==> config.mk <==
export PLATFORM = sky130hd
export DESIGN_NAME = addsub_accum_ctrl_flat
export DESIGN_NICKNAME = d
export VERILOG_FILES = /design/src/rtl/addsub_pkg.sv /design/src/rtl/addsub_accum_ctrl_if.sv /design/src/rtl/addsub_core.sv /design/src/rtl/addsub_accum_ctrl.sv /design/src/flat_wrapper.sv
export SDC_FILE = /design/constraint.sdc
export NUM_CORES = 1
export LEC_CHECK = 0
export BUFFER_PORTS_ARGS = -buffer_cell sky130_fd_sc_hd__buf_2
export CAP_MARGIN = 40
export CELL_PAD_IN_SITES_DETAIL_PLACEMENT = 1
export CELL_PAD_IN_SITES_GLOBAL_PLACEMENT = 2
export CORE_ASPECT_RATIO = 1.1
export CORE_MARGIN = 3
export CORE_UTILIZATION = 28
export DETAILED_ROUTE_END_ITERATION = 6
export PLACE_DENSITY = 0.82
export SLEW_MARGIN = 15
export SYNTH_ARGS = -nofsm -noshare
export SYNTH_HDL_FRONTEND = slang
export SYNTH_SLANG_ARGS = --single-unit
==> constraint.sdc <==
create_clock -name clk -period 1.9 [get_ports clk]
set_input_delay 0.095 -clock clk [delete_from_list [all_inputs] [get_ports clk]]
set_output_delay 0.095 -clock clk [all_outputs]
set_load 0.05 [all_outputs]
==> src/rtl/addsub_pkg.sv <==
// Shared encodings for the add/subtract accumulator stage: command opcodes and FSM states.
package addsub_pkg;

  localparam int unsigned OP_W  = 2;
  localparam int unsigned ST_W  = 2;
  localparam int unsigned DEF_W = 4;

  typedef enum logic [OP_W-1:0] {
    OP_CLR  = 2'b00,
    OP_LOAD = 2'b01,
    OP_ADD  = 2'b10,
    OP_SUB  = 2'b11
  } op_e;

  typedef enum logic [ST_W-1:0] {
    ST_IDLE = 2'b00,
    ST_EXEC = 2'b01,
    ST_HOLD = 2'b10
  } state_e;

endpackage

==> src/rtl/addsub_accum_ctrl_if.sv <==
// Command and result handshake bundle between operand source, accumulator and monitor.
interface addsub_accum_ctrl_if
  import addsub_pkg::*;
#(
  parameter int unsigned WIDTH = DEF_W
);

  logic             in_valid;
  logic             in_ready;
  op_e              in_op;
  logic [WIDTH-1:0] in_data;
  logic             out_valid;
  logic             out_ready;
  logic [WIDTH-1:0] acc;
  logic             c_flag;
  logic             z_flag;

  modport master (
    output in_valid, in_op, in_data, out_ready,
    input  in_ready, out_valid, acc, c_flag, z_flag
  );

  modport slave (
    input  in_valid, in_op, in_data, out_ready,
    output in_ready, out_valid, acc, c_flag, z_flag
  );

endinterface

==> src/rtl/addsub_core.sv <==
// Combinational unsigned add/subtract; the top result bit is carry (add) or borrow (sub).
module addsub_core #(
  parameter int unsigned WIDTH = 4
) (
  input  logic [WIDTH-1:0] a,
  input  logic [WIDTH-1:0] b,
  input  logic             sub,
  output logic [WIDTH:0]   res
);

  assign res = sub ? ({1'b0, a} - {1'b0, b}) : ({1'b0, a} + {1'b0, b});

endmodule

==> src/rtl/addsub_accum_ctrl.sv <==
// Handshaked accumulator: IDLE accepts a command, EXEC applies it, HOLD presents the result.
// Define ADDSUB_SAT_EN for saturating ADD/SUB instead of modulo wrap-around.
module addsub_accum_ctrl
  import addsub_pkg::*;
#(
  parameter int unsigned WIDTH = 4
) (
  input logic                clk,
  input logic                rst,
  addsub_accum_ctrl_if.slave bus
);

  state_e           state_q, state_d;
  op_e              op_q, op_d;
  logic [WIDTH-1:0] data_q, data_d;
  logic [WIDTH-1:0] acc_q, acc_d;
  logic             c_q, c_d;
  logic             z_q, z_d;

  logic [WIDTH:0]   core_res;
  logic [WIDTH-1:0] res_acc;
  logic             res_c;

  addsub_core #(.WIDTH(WIDTH)) u_core (
    .a   (acc_q),
    .b   (data_q),
    .sub (op_q == OP_SUB),
    .res (core_res)
  );

  // Result of the captured command against the current accumulator
  always_comb begin
    res_acc = '0;
    res_c   = 1'b0;
    unique case (op_q)
      OP_CLR:  ;
      OP_LOAD: res_acc = data_q;
      OP_ADD,
      OP_SUB:  {res_c, res_acc} = core_res;
      default: ;
    endcase
`ifdef ADDSUB_SAT_EN
    if (res_c) begin
      res_acc = (op_q == OP_ADD) ? {WIDTH{1'b1}} : '0;
    end
`endif
  end

  always_ff @(posedge clk) begin
    if (rst) begin
      state_q <= ST_IDLE;
      op_q    <= OP_CLR;
      data_q  <= '0;
      acc_q   <= '0;
      c_q     <= 1'b0;
      z_q     <= 1'b1;
    end else begin
      state_q <= state_d;
      op_q    <= op_d;
      data_q  <= data_d;
      acc_q   <= acc_d;
      c_q     <= c_d;
      z_q     <= z_d;
    end
  end

  always_comb begin
    state_d = state_q;
    op_d    = op_q;
    data_d  = data_q;
    acc_d   = acc_q;
    c_d     = c_q;
    z_d     = z_q;
    unique case (state_q)
      ST_IDLE: begin
        if (bus.in_valid) begin
          op_d    = bus.in_op;
          data_d  = bus.in_data;
          state_d = ST_EXEC;
        end
      end
      ST_EXEC: begin
        acc_d   = res_acc;
        c_d     = res_c;
        z_d     = (res_acc == '0);
        state_d = ST_HOLD;
      end
      ST_HOLD: begin
        if (bus.out_ready) begin
          state_d = ST_IDLE;
        end
      end
      default: state_d = ST_IDLE;
    endcase
  end

  // Ready is gated by rst so no command is offered while reset is asserted
  assign bus.in_ready  = (state_q == ST_IDLE) && !rst;
  assign bus.out_valid = (state_q == ST_HOLD);
  assign bus.acc       = acc_q;
  assign bus.c_flag    = c_q;
  assign bus.z_flag    = z_q;

endmodule
==> src/flat_wrapper.sv <==
// flat-port wrapper written by rule: the top's interface ports become plain ports
module addsub_accum_ctrl_flat import addsub_pkg::*;
#(
  parameter int unsigned WIDTH = 4
)
  (clk, rst, bus_in_valid, bus_in_op, bus_in_data, bus_out_ready, bus_in_ready, bus_out_valid, bus_acc, bus_c_flag, bus_z_flag);
  addsub_accum_ctrl_if #(.WIDTH(WIDTH)) bus_i ();
  input logic clk;
  input logic rst;
  input wire logic [$bits(bus_i.in_valid)-1:0] bus_in_valid;
  input wire logic [$bits(bus_i.in_op)-1:0] bus_in_op;
  input wire logic [$bits(bus_i.in_data)-1:0] bus_in_data;
  input wire logic [$bits(bus_i.out_ready)-1:0] bus_out_ready;
  output wire logic [$bits(bus_i.in_ready)-1:0] bus_in_ready;
  output wire logic [$bits(bus_i.out_valid)-1:0] bus_out_valid;
  output wire logic [$bits(bus_i.acc)-1:0] bus_acc;
  output wire logic [$bits(bus_i.c_flag)-1:0] bus_c_flag;
  output wire logic [$bits(bus_i.z_flag)-1:0] bus_z_flag;
  assign bus_i.in_valid = bus_in_valid;
  assign bus_i.in_op = bus_in_op;
  assign bus_i.in_data = bus_in_data;
  assign bus_i.out_ready = bus_out_ready;
  assign bus_in_ready = bus_i.in_ready;
  assign bus_out_valid = bus_i.out_valid;
  assign bus_acc = bus_i.acc;
  assign bus_c_flag = bus_i.c_flag;
  assign bus_z_flag = bus_i.z_flag;
  addsub_accum_ctrl #(.WIDTH(WIDTH)) u_core (.clk(clk), .rst(rst), .bus(bus_i));
endmodule
# --- After elaboration in Yosys (flattened, before gate mapping) ---
# Index checks and enable logic that the tools add are counted.
totals:
  reg_bits: 14
  out_inout_bits: 8
  romBits: 0
  ram_bits: 0
  memories: 0
  in_bits: 10
  latch_bits: 0
classes:
  n_shift: 0
  n_reduce_logical: 7
  bitwise_logic: 0
  n_eq_ne: 7
  n_div: 0
  muxes: 6
  n_lt_le_gt_ge: 0
  multipliers: 0
  add_sub_neg: 2
op_table:
  columns: ["cell", "n"]
  rows:
  - ["$pmux 4 s2", 1]
  - ["$eq 2x2->1 const B", 3]
  - ["$pmux 2 s3", 1]
  - ["$add 4x4->5", 1]
  - ["$mux 5", 1]
  - ["$sub 4x4->5", 1]
  - ["$eq 2x1->1 const B", 2]
  - ["$logic_not 4->1", 1]
  - ["$mux 2", 2]
  - ["$ne 2x2->1 const B", 2]
  - ["$reduce_and 2->1", 2]
  - ["$logic_not 2->1", 1]
  - ["$reduce_or 2->1", 1]
  - ["$logic_and 1x1->1", 1]
  - ["$logic_not 1->1", 1]
  - ["$mux 1", 1]

# --- Longest topological paths before layout ---
logic_depth:
  depth_word: 4
  depth_mapped: 9

# --- By module ---
# A second synthesis with hierarchy kept.
hier_totals:
  hier_cells: 86
  area_unflattened_um2: 798.3
by_module_without_submodules:
  columns: ["module", "cells_each", "n_inst", "area_per_inst_um2"]
  rows:
  - ["addsub_accum_ctrl", 59, 1, 589.3]
  - ["addsub_core", 27, 1, 209.0]

# --- Worst setup path before layout ---
# OpenSTA, ideal clock, no wires.
synth_path:
  path_kind: "register to register"
  from: "register u_core.data_q[0]"
  to: "register u_core.z_q (netlist: u_core.bus.z_flag)"
  path_stages_with_launch: 9
  setup_ps: 119
  arrival_time_ps: 1925
  setup_slack_ps: -144
  synth_period_minus_slack_ps: 2044
  path_cell_list: "dfxtp_1 -> inv_1 -> ha_1 -> mux2i_1 -> ha_1 -> nor2b_1 -> or4_1 -> nand3_1 -> o21ai_1"
synth_via:
  elab_chain_cells: 4
  word_cells_on_any_way: 5
  cone_classes: "add/sub: 2; mux: 2; reduce/logical: 1"
synth_rtl:
  columns: ["element", "line_no", "source"]
  rows:
  - ["start, declared", "addsub_accum_ctrl.sv:15", "logic [WIDTH-1:0] data_q, data_d;"]
  - ["start signal, assigned", "addsub_accum_ctrl.sv:60", "data_q <= data_d;"]
  - ["$add 4x4->5 or $sub 4x4->5 (tied branches)", "addsub_core.sv:11", "assign res = sub ? ({1'b0, a} - {1'b0, b}) : ({1'b0, a} + {1'b0, b});"]
  - ["$mux 5", "addsub_core.sv:11", null]
  - ["$pmux 4 s2 (*)", "addsub_accum_ctrl.sv:35", "unique case (op_q)"]
  - ["$logic_not 4->1 (*)", "addsub_accum_ctrl.sv:85", "z_d = (res_acc == '0);"]
  - ["end signal, assigned", "addsub_accum_ctrl.sv:63", "z_q <= z_d;"]
  - ["end, declared", "addsub_accum_ctrl.sv:18", "logic z_q, z_d;"]
# Mark *: on every way between the ends. The rest lies on a longest branch, timed or not.
# A chain may end at the register's enable or synchronous reset.

# --- Final worst setup path ---
layout_path:
  from: "register u_core.data_q[1]"
  to: "register u_core.z_q (netlist: u_core.bus.z_flag)"
# The elaborated chain is that of the path after synthesis.

==> impl_results.md <==
* Outcome: complete, but fails checks
* Failing checks: setup timing
* Area Growth Syn to Fin at 45.07%
* Power Total at 917.5 µW
* Core Footprint at 0.002803 mm²
* Final GP Congestion at 0.7780
* Clk buf depth at 2
* Post-synth EDFFs at 0
* Final core occ at 42.68%
* Hold Buf Count CTS at 0
* Yosys reg bits at 14
* Post-synth ARST share at 0%
* Vias in the first global route at 831
* CTS tree: done
* Synth Instances at 89
* Endpoints failing setup at 3
* CP Capture Type: flip-flop
* Hold Vio Cnt, Final at 0
* Fill cell count at 340
* PwrDens at 767.0 mW/mm²
* Hold Startpoint: bus_in_valid
* Final WL at 2190 µm
* R2R Path Start: u_core.data_q[1]
* Root Driver: clkbuf_4
* Synth Flop Type: dfxtp_1
* Post-DP HPWL at 1749 µm
* Num CTS Buffers at 3
* CP Launch Type: flip-flop
* Drt via density at 4.936
* Largest net degree at the start of global routing at 16
* Max-slew violations at 0
* Initial Utilization at 29.42%
* Pleak at 0.5171 nW
* Total track usage at 13.31%
* Critical path class: flip-flop to flip-flop
* Worst Setup SP: u_core.data_q[1]
* Clk_lat worst skew at 290 ps
* Critical path cell sequence: inv_2 -> ha_4 -> mux2i_4 -> ha_1 -> nor2b_2 -> or4_1 -> nand3_2 -> o21ai_1
* Die X at 57.74 µm
* Number of remaining DRC errors at 0
* Mapped cell area at 824.5 µm²
* CTS clk-pin slew, worst paths at 90 ps
* Wire length per cell at 13.95 µm
* Critical Path RT at 2080 ps
* Layout cells sized above 1 at 52.42%
* # nets final at 141
* Critical path fanouts, max at 3
* Initial drt markers at 11
* Syn Area/Cell at 9.265 µm²
* Input/output buffers at 17
* Most common cell after layout, fill and taps aside: buf_2
* TritonRoute pass-1 iters at 2
* Slew @ Worst Pin at 451.4 ps
* Fin Hold WS at 23.61 ps
* Worst min path class: input port to flip-flop
* Fin crit period at 1952 ps
* CP max-delay cell: or4_1
* Setup ws final at -52.29 ps
* IO Pins at 18
* Die area at 0.003633 mm²
* Clock sinks at 14
* Crit-path max cell delay at 410 ps
* # diodes at 0
* First-pass GRT wire length at 3732 µm
* Initial antenna violation count at 0
* FF/Latch Area at 285.3 µm²
* Worst VDD drop at 409.7 µV
* Seq/Total Area, Yosys at 33.99%
* Worst Path Arrival at 2130 ps
* Max_slew headroom at 69.88%
* Die H at 62.92 µm
* H-tree depth at 1
* Most frequent cells in the layout: buf_2 (17), buf_4 (16), nor2_1 (13), dfxtp_1 (10)
* Max-Cap Viols at 0
* Worst Clk Skew at 2.497 ps
* Grt ovf at 0
* Net Count, Synth at 105
* Final ANT Viol Nets at 0
* Fmax at 512.2 MHz
* Via Count at 775
* Area occupied by multi-input gates at 605.6 µm²
* RSZ-0062 raised after global routing: true
* # rows at 20
* Yosys warns at 0
* Netlist cell types at 36
* Final period utilization at 102.8%
[metal layers]
metal	up-vias	global-route usage, %	part of all wire [%]
met3	4	1.860	3.2
li1	383	-	-
met4	0	6.957	1.4
met1	376	15.55	41
met2	12	22.88	54
met5	-	0	0
[synthesized netlist by cell type, types with 3 or more instances]
cell | instances | area share, %
ha_1 | 5 | 7.6
a21oi_1 | 6 | 3.6
a211oi_1 | 3 | 2.7
inv_1 | 6 | 2.7
nor2_1 | 13 | 5.9
mux2i_1 | 5 | 6.1
dfxtp_1 | 14 | 34
[cell type report]
class / instances / area share [%]
Sequential cell: 14 / 23.85
Timing Repair Buffer: 33 / 17.15
Tap cell: 33 / 3.452
Inverter: 6 / 1.883
Multi-Input combinational cell: 67 / 50.63
Clock buffer: 4 / 3.033
[metrics by stage]
step	instance area (µm²)	cells	setup TNS [ps]	setup WS, ps
3_3_place_gp	1059	149	-43.29	-28.35
4_1_cts	1157	157	-182.4	-68.96
6_report	1196	157	-86.25	-52.29
5_1_grt	1196	157	-389.0	-133.5
2_1_floorplan	853.3	89	0	19.62
3_5_place_dp	1059	149	-226.3	-77.49
[worst paths after layout]
path	slack, ps	endpoint	depth (start not counted)
max	-50	u_core.bus.z_flag	8
min	20	u_core.state_q[0]	2
max reg2reg	-50	u_core.bus.z_flag	8
min reg2reg	500	u_core.bus.c_flag	2
[worst max-delay path, delay by kind of cell, from the launching register on]
kind	cells	cell delay, ps
AO/OA/AOI/OAI	1	80
multiplexers	1	170
AND/OR/NAND/NOR	3	680
flip-flops	1	370
adder cells (fa/ha/maj)	2	490
buffers and inverters	1	60
[kinds of logic (layout without fill, tap and decap cells)]
kind of cell | after synthesis | in the layout | synth area share, %
AND/OR/NAND/NOR | 32 | 32 | 23.67
AO/OA/AOI/OAI | 20 | 20 | 17.91
flip-flops | 14 | 14 | 33.99
buffers and inverters | 8 | 43 | 4.097
adder cells (fa/ha/maj) | 6 | 6 | 10.02
multiplexers | 5 | 5 | 6.070
XOR/XNOR | 4 | 4 | 4.250
[repair_timing]
action                                  in CTS  in global routing
pin swaps                                   11                  7
endpoints found under the hold margin        0                  0
resized for setup                           10                  7
setup buffers                                4                  0
endpoints found under the setup margin       3                  5
[state kept, by name (all words and copies together), names as in the netlist]
register           cells
u_core.bus.acc         4
u_core.data_q          4
u_core.op_q            2
u_core.state_q         2
u_core.bus.c_flag      1
u_core.bus.z_flag      1
[power by group]
| group | total, mW | switching, mW | internal, mW |
|---|---|---|---|
| Clock | 0.227 | 0.111 | 0.117 |
| Sequential | 0.333 | 0.0193 | 0.314 |
| Combinational | 0.357 | 0.182 | 0.174 |
No activity file was read; power rests on OpenSTA's default activity.
